==> src/rtl/time_set_ctrl.sv <==
// Time-of-day counter with a three-state key-driven set mode.
//
//   state        | meaning
//   -------------+-----------------------------------------------------------
//   ST_RUN       | time advances on sec_tick, key_inc ignored, blink held at 0
//   ST_SET_HOUR  | time frozen, key_inc steps hour, sec_tick toggles blink
//   ST_SET_MIN   | time frozen, key_inc steps minute, sec_tick toggles blink
//
// Leaving ST_SET_MIN zeroes the seconds, so the new time starts on a whole
// minute. All outputs come straight from registers.
module time_set_ctrl #(
    parameter int HOURS = 24
) (
    input  logic       clock,
    input  logic       reset,
    input  logic       sec_tick,
    input  logic       key_mode,
    input  logic       key_inc,
    output logic [4:0] hour,
    output logic [5:0] minute,
    output logic [5:0] second,
    output logic [1:0] mode,
    output logic       blink,
    output logic       rollover
);

    typedef enum logic [1:0] {
        ST_RUN      = 2'd0,
        ST_SET_HOUR = 2'd1,
        ST_SET_MIN  = 2'd2
    } state_t;

    localparam logic [4:0] HOUR_MAX = 5'(HOURS - 1);
    localparam logic [5:0] MS_MAX   = 6'd59;

    state_t     state_q, state_d;
    logic [4:0] hour_q, hour_d;
    logic [5:0] minute_q, minute_d;
    logic [5:0] second_q, second_d;
    logic       blink_q, blink_d;
    logic       rollover_q, rollover_d;

    logic       sec_at_max;
    logic       min_at_max;
    logic       hour_at_max;
    logic [4:0] hour_inc;
    logic [5:0] minute_inc;
    logic [5:0] second_inc;

    // Compare-to-max then load zero; counters never pass through an illegal value.
    assign sec_at_max  = (second_q == MS_MAX);
    assign min_at_max  = (minute_q == MS_MAX);
    assign hour_at_max = (hour_q == HOUR_MAX);
    assign hour_inc    = hour_at_max ? 5'd0 : hour_q + 5'd1;
    assign minute_inc  = min_at_max  ? 6'd0 : minute_q + 6'd1;
    assign second_inc  = sec_at_max  ? 6'd0 : second_q + 6'd1;

    // State register and time fields; synchronous reset overrides every input.
    always_ff @(posedge clock) begin
        if (reset) begin
            state_q    <= ST_RUN;
            hour_q     <= 5'd0;
            minute_q   <= 6'd0;
            second_q   <= 6'd0;
            blink_q    <= 1'b0;
            rollover_q <= 1'b0;
        end else begin
            state_q    <= state_d;
            hour_q     <= hour_d;
            minute_q   <= minute_d;
            second_q   <= second_d;
            blink_q    <= blink_d;
            rollover_q <= rollover_d;
        end
    end

    // Next-state, time update and blink/rollover generation.
    always_comb begin
        state_d    = state_q;
        hour_d     = hour_q;
        minute_d   = minute_q;
        second_d   = second_q;
        blink_d    = blink_q;
        rollover_d = 1'b0;

        case (state_q)
            ST_RUN: begin
                blink_d = 1'b0;
                // A tick coincident with key_mode still lands, carries included.
                if (sec_tick) begin
                    second_d = second_inc;
                    if (sec_at_max) begin
                        minute_d = minute_inc;
                        if (min_at_max) begin
                            hour_d     = hour_inc;
                            rollover_d = hour_at_max;
                        end
                    end
                end
                if (key_mode) begin
                    state_d = ST_SET_HOUR;
                end
            end

            ST_SET_HOUR: begin
                if (key_mode) begin
                    state_d = ST_SET_MIN;
                    blink_d = 1'b0;
                end else begin
                    if (key_inc) begin
                        hour_d = hour_inc;
                    end
                    if (sec_tick) begin
                        blink_d = ~blink_q;
                    end
                end
            end

            ST_SET_MIN: begin
                if (key_mode) begin
                    state_d  = ST_RUN;
                    blink_d  = 1'b0;
                    second_d = 6'd0;
                end else begin
                    if (key_inc) begin
                        minute_d = minute_inc;
                    end
                    if (sec_tick) begin
                        blink_d = ~blink_q;
                    end
                end
            end

            default: begin
                state_d = ST_RUN;
                blink_d = 1'b0;
            end
        endcase
    end

    assign hour     = hour_q;
    assign minute   = minute_q;
    assign second   = second_q;
    assign mode     = state_q;
    assign blink    = blink_q;
    assign rollover = rollover_q;

endmodule

==> config.mk <==
export PLATFORM = sky130hd
export DESIGN_NAME = time_set_ctrl
export DESIGN_NICKNAME = d
export VERILOG_FILES = /design/src/rtl/time_set_ctrl.sv
export SDC_FILE = /design/constraint.sdc
export NUM_CORES = 1
export LEC_CHECK = 0
export BUFFER_PORTS_ARGS = -buffer_cell sky130_fd_sc_hd__buf_2
export CORE_MARGIN = 5
export CORE_UTILIZATION = 47
export CTS_CLUSTER_DIAMETER = 120
export DETAILED_ROUTE_END_ITERATION = 10
export MAX_ROUTING_LAYER = met4
export PLACE_DENSITY = 0.74
export SLEW_MARGIN = 25
export SYNTH_ARGS = -nofsm -noshare
export SYNTH_HDL_FRONTEND = slang
export SYNTH_SLANG_ARGS = --single-unit
==> constraint.sdc <==
create_clock -name clock -period 1.85 [get_ports clock]
set_clock_uncertainty 0.05 [all_clocks]
set_input_delay 0.37 -clock clock [delete_from_list [all_inputs] [get_ports clock]]
set_output_delay 0.37 -clock clock [all_outputs]
set_load 0.01 [all_outputs]
# Word level (Yosys, flattened, before mapping)
# Cells that the tools add are included.
# op_classes
add_sub_neg,3
eq_ne,15
n_mux,21
bitwise,6
n_reduce_logical,10
# ops
operator,n
$mux W6,8
$mux W5,6
$pmux W6 S2,2
$ne A2 B2 Y1 const B,10
$add A6 B1 Y6 const B,2
$eq A6 B6 Y1 const B,2
$pmux W5 S2,1
$mux W2,3
$not A1 Y1,6
$pmux W2 S3,1
$reduce_and A3 Y1,2
$reduce_and A6 Y1,1
$add A5 B1 Y5 const B,1
$eq A5 B5 Y1 const B,1
$reduce_and A5 Y1,1
$reduce_or A5 Y1,1
$reduce_bool A2 Y1,2
$reduce_or A3 Y1,1
$eq A2 B1 Y1 const B,1
$eq A2 B2 Y1 const B,1
$logic_not A2 Y1,1
$reduce_or A2 Y1,1
# totals
reg_bits,21
inputBits,5
out_inout_bits,21
word_cells,61

# Logic depth before layout (Yosys ltp)
# depth
depth_word,6
depth_mapped,8
depth_no_buf,7

# Worst setup path after synthesis
# No wires, ideal clock.
# synth_path
kind,register to register
startpoint,reg second_q[0] (netlist: second[0])
endpoint,reg hour_q[4] (netlist: hour[4])
setup_ps,70
arrival_ps,1913
required_ps,1730
path_slack_ps,-184
path_stages_with_launch,7
n_path_buf,0
synth_period_minus_slack_ps,2034
cell_sequence,dfxtp_1 > ha_1 > nand4b_1 > or3_4 > o21a_4 > or4_1 > a21oi_1
# synth_via
elab_chain_len,3
# synth_rtl
item,line_no,text
start: declaration,39,"logic [5:0] second_q, second_d;"
start signal: assignment,71,second_q <= second_d;
$eq A6 B6 Y1,51,assign sec_at_max = (second_q == MS_MAX);
$ne A2 B2 Y1 (no line),--,
$reduce_and A6 Y1 (no line),--,
end signal: assignment,69,hour_q <= hour_d;
end: declaration,37,"logic [4:0] hour_q, hour_d;"
# No other way between the ends.
# A chain may end at the register's enable or synchronous reset.

# Worst setup path in the final report
# layout_path
startpoint,reg second_q[1] (netlist: second[1])
endpoint,reg hour_q[4] (netlist: hour[4])
# Same word-level chain as after synthesis.

==> reports/metrics.yaml <==
sta:
  fin_ws_ps: -43.8
  slew_violations: 0
  max_slew_margin: 0.588
  clock.fmax_mhz: 528
  min_period_ps: 1890
  setup_viol: 5
  rsz0062_at_grt: "yes"
  fin_crit_sh: 1.02
  hold_violations: 0
  worst_pin_slew_ps: 606
global_routing:
  grt_max_degree: 13
  grt_pass1_vias: 1030
  gr-total-overflow: 0
  grt_usage: 0.162
  antenna_found_initial: 0
  grt_pass1_wl_um: 4290
job:
  cap_viol_max_count: 0
pwr:
  seqPwrFrac: 0.496
  p_clk_frac: 0.221
  pwr-share-comb: 0.284
  p_per_area_nw_per_um2: 671
  power.internal_uw: 701
  switchingPower_uw: 314
  swShare: 0.309
  peakVddDrop_uv: 651
  power.leakage_nw: 0.644
  finalPower_mw: 1.01
setup_path:
  worst_setup_path_end_kind: "flip-flop"
  critPathArrivalTime_ps: 2090
  cp-startpoint: "second[1]"
  cp_max_fo: 7
  worstSetupStartpointType: "flip-flop"
  required_ps: 2050
  r2r_slack_ps: -40
  reg2reg_from: "second[1]"
  critPathKind: "flip-flop to flip-flop"
synth:
  synthesis.area_um2: 1100
  syn_avg_cell_area_um2: 8.79
  yosys.area.top_type: "dfxtp_1"
  synth_seq_cells: 21
  synth_cell_type_count: 34
  synth-seq-area-share: 0.383
  synthTopCellsByArea: "dfxtp_1 38%, ha_1 8.0%, a21oi_1 5.0%"
  syn-instance-count: 125
  synth.most_common_cell: "dfxtp_1"
  synth_top_flop_cell: "dfxtp_1"
  synth_top_area_share: 0.383
  async_reset_ff_frac: 0
  ys_top_cells_by_count: "21 x dfxtp_1, 13 x nor2_1, 11 x a21oi_1, 11 x nand2_1, 7 x ha_1"
  yosys_warnings: 0
  syn-num-nets: 137
  synth_edf_count: 0
detailed_routing:
  route.detailed.drc: 0
  wl_per_cell_um: 12.6
  drt_iter0_markers: 21
  wl_um: 2540
  via_count: 1071
  drt_first_pass_iters: 4
  ant_nets: 0
  vias_per_cell: 5.33
die:
  start_util: 0.497
  pin_count: 26
  num_rows: 17
  die_w_um: 58.3
  die_y_um: 58.3
  core-area_um2: 2210
  die_area_um2: 3400
layout:
  drive_above_1_share: 0.434
  final_net_count: 186
  design_area_um2: 1510
  areaGrowthSynthToFinish_pct: 37.7
  n_antenna_cell: 0
  finalNonFillerCells: 201
  fill_cells: 194
clock_tree:
  cts_tree: "built"
  cts_max_level: 1
  clkSinkCount: 21
  worstSkewPairLatency_ps: 310
  cts_buffers: 3
  root_buffer: "clkbuf_4"
  clkTransAtPathRegs_ps: 120
  clk_path_buf_depth: 2
placement:
  numPortBuffers: 25
  placedInstanceArea_um2: 1410
  gp_congestion: 0.877
  placed_cells_incl_taps: 193
  dp_hpwl_um: 1950
outcome:
  violations: "negative setup slack"
  status: "finished with violations"
min_path:
  min_from: "key_mode"
  hold_class: "input port to flip-flop"
[kinds of logic (layout without fill, tap and decap cells)]
kind of cell | count (synthesis) | count (layout) | synth area share
AND/OR/NAND/NOR | 51 | 51 | 0.256
AO/OA/AOI/OAI | 27 | 27 | 0.161
flip-flops | 21 | 21 | 0.383
buffers and inverters | 8 | 56 | 0.0273
adder cells (fa/ha/maj) | 7 | 7 | 0.0797
XOR/XNOR | 6 | 6 | 0.0478
multiplexers | 5 | 5 | 0.0456
[power groups by stage]
stage / Sequential, mW / Clock [mW] / Combinational, mW
floorplan: 0.529 / 0 / 0.129
global placement: 0.511 / 0 / 0.249
detailed placement: 0.513 / 0 / 0.259
CTS: 0.503 / 0.231 / 0.266
finish: 0.503 / 0.224 / 0.288
global route: 0.508 / 0.257 / 0.316
[worst max-delay path: stages (launching register included)]
cell	delay [ps]
dfxtp_4	380
ha_4	130
nand4b_1	110
or3_4	370
o21a_4	250
or4_4	420
a21oi_2	140
[cells in the final DEF, fill, tap and decap left out, drive strengths merged, types with 3 or more instances in the layout]
cell and instances:
o31ai 3, inv 6, clkbuf 3, buf 46, ha 7, dfxtp 21, xnor2 4, o21ai 5
or4 4, nand3 4, mux2i 5, nand2 11, a21oi 11, nor2 13, or3 5
[state kept, by name, summed over array words and instances, names as in the netlist]
name and cells:
mode 2, blink 1, minute 6, hour 5, second 6, rollover 1
[final timing paths]
path                            cells past startpoint       to
worst max-delay path                                6  hour[4]
worst min-delay path                                2    blink
worst max register to register                      6  hour[4]
worst min register to register                      2  hour[1]
[cell type report]
class | count | area, µm² | share of cell area
multi-input combinational | 96 | 713 | 0.471
sequential | 21 | 432 | 0.285
timing repair buffer | 46 | 283 | 0.187
tap | 28 | 35.0 | 0.0232
clock buffer | 3 | 22.5 | 0.0149
inverter | 6 | 22.5 | 0.0149
clock inverter | 1 | 5.00 | 0.00331
[metal layers]
metal / track usage / wire length (µm) / vias up
met5: - / 0 / -
met2: 0.266 / 1270 / 16
li1: - / - / 554
met3: 0.0395 / 100 / 4
met4: 0.0596 / 23 / 0
met1: 0.191 / 1140 / 497
[stage by stage]
stage	worst slack (ps)	setup TNS, ps	hold WS, ps	utilization
2_1_floorplan	-39.2	-109	396	-
3_3_place_gp	-28.7	-99.7	426	0.636
3_5_place_dp	-91.3	-428	438	0.636
4_1_cts	-33.8	-115	234	0.659
5_1_grt	-138	-744	244	0.684
6_report	-43.8	-135	250	0.684
[repair_timing]
| action | in CTS | in global routing |
|---|---|---|
| pin swaps | 6 | 0 |
| endpoints found under the setup margin | 9 | 17 |
| cloned | 0 | 0 |
| setup buffers | 3 | 1 |
| gates resized for setup | 0 | 14 |
| hold buffers | 0 | 0 |
Power figures use the tool's default switching activity.
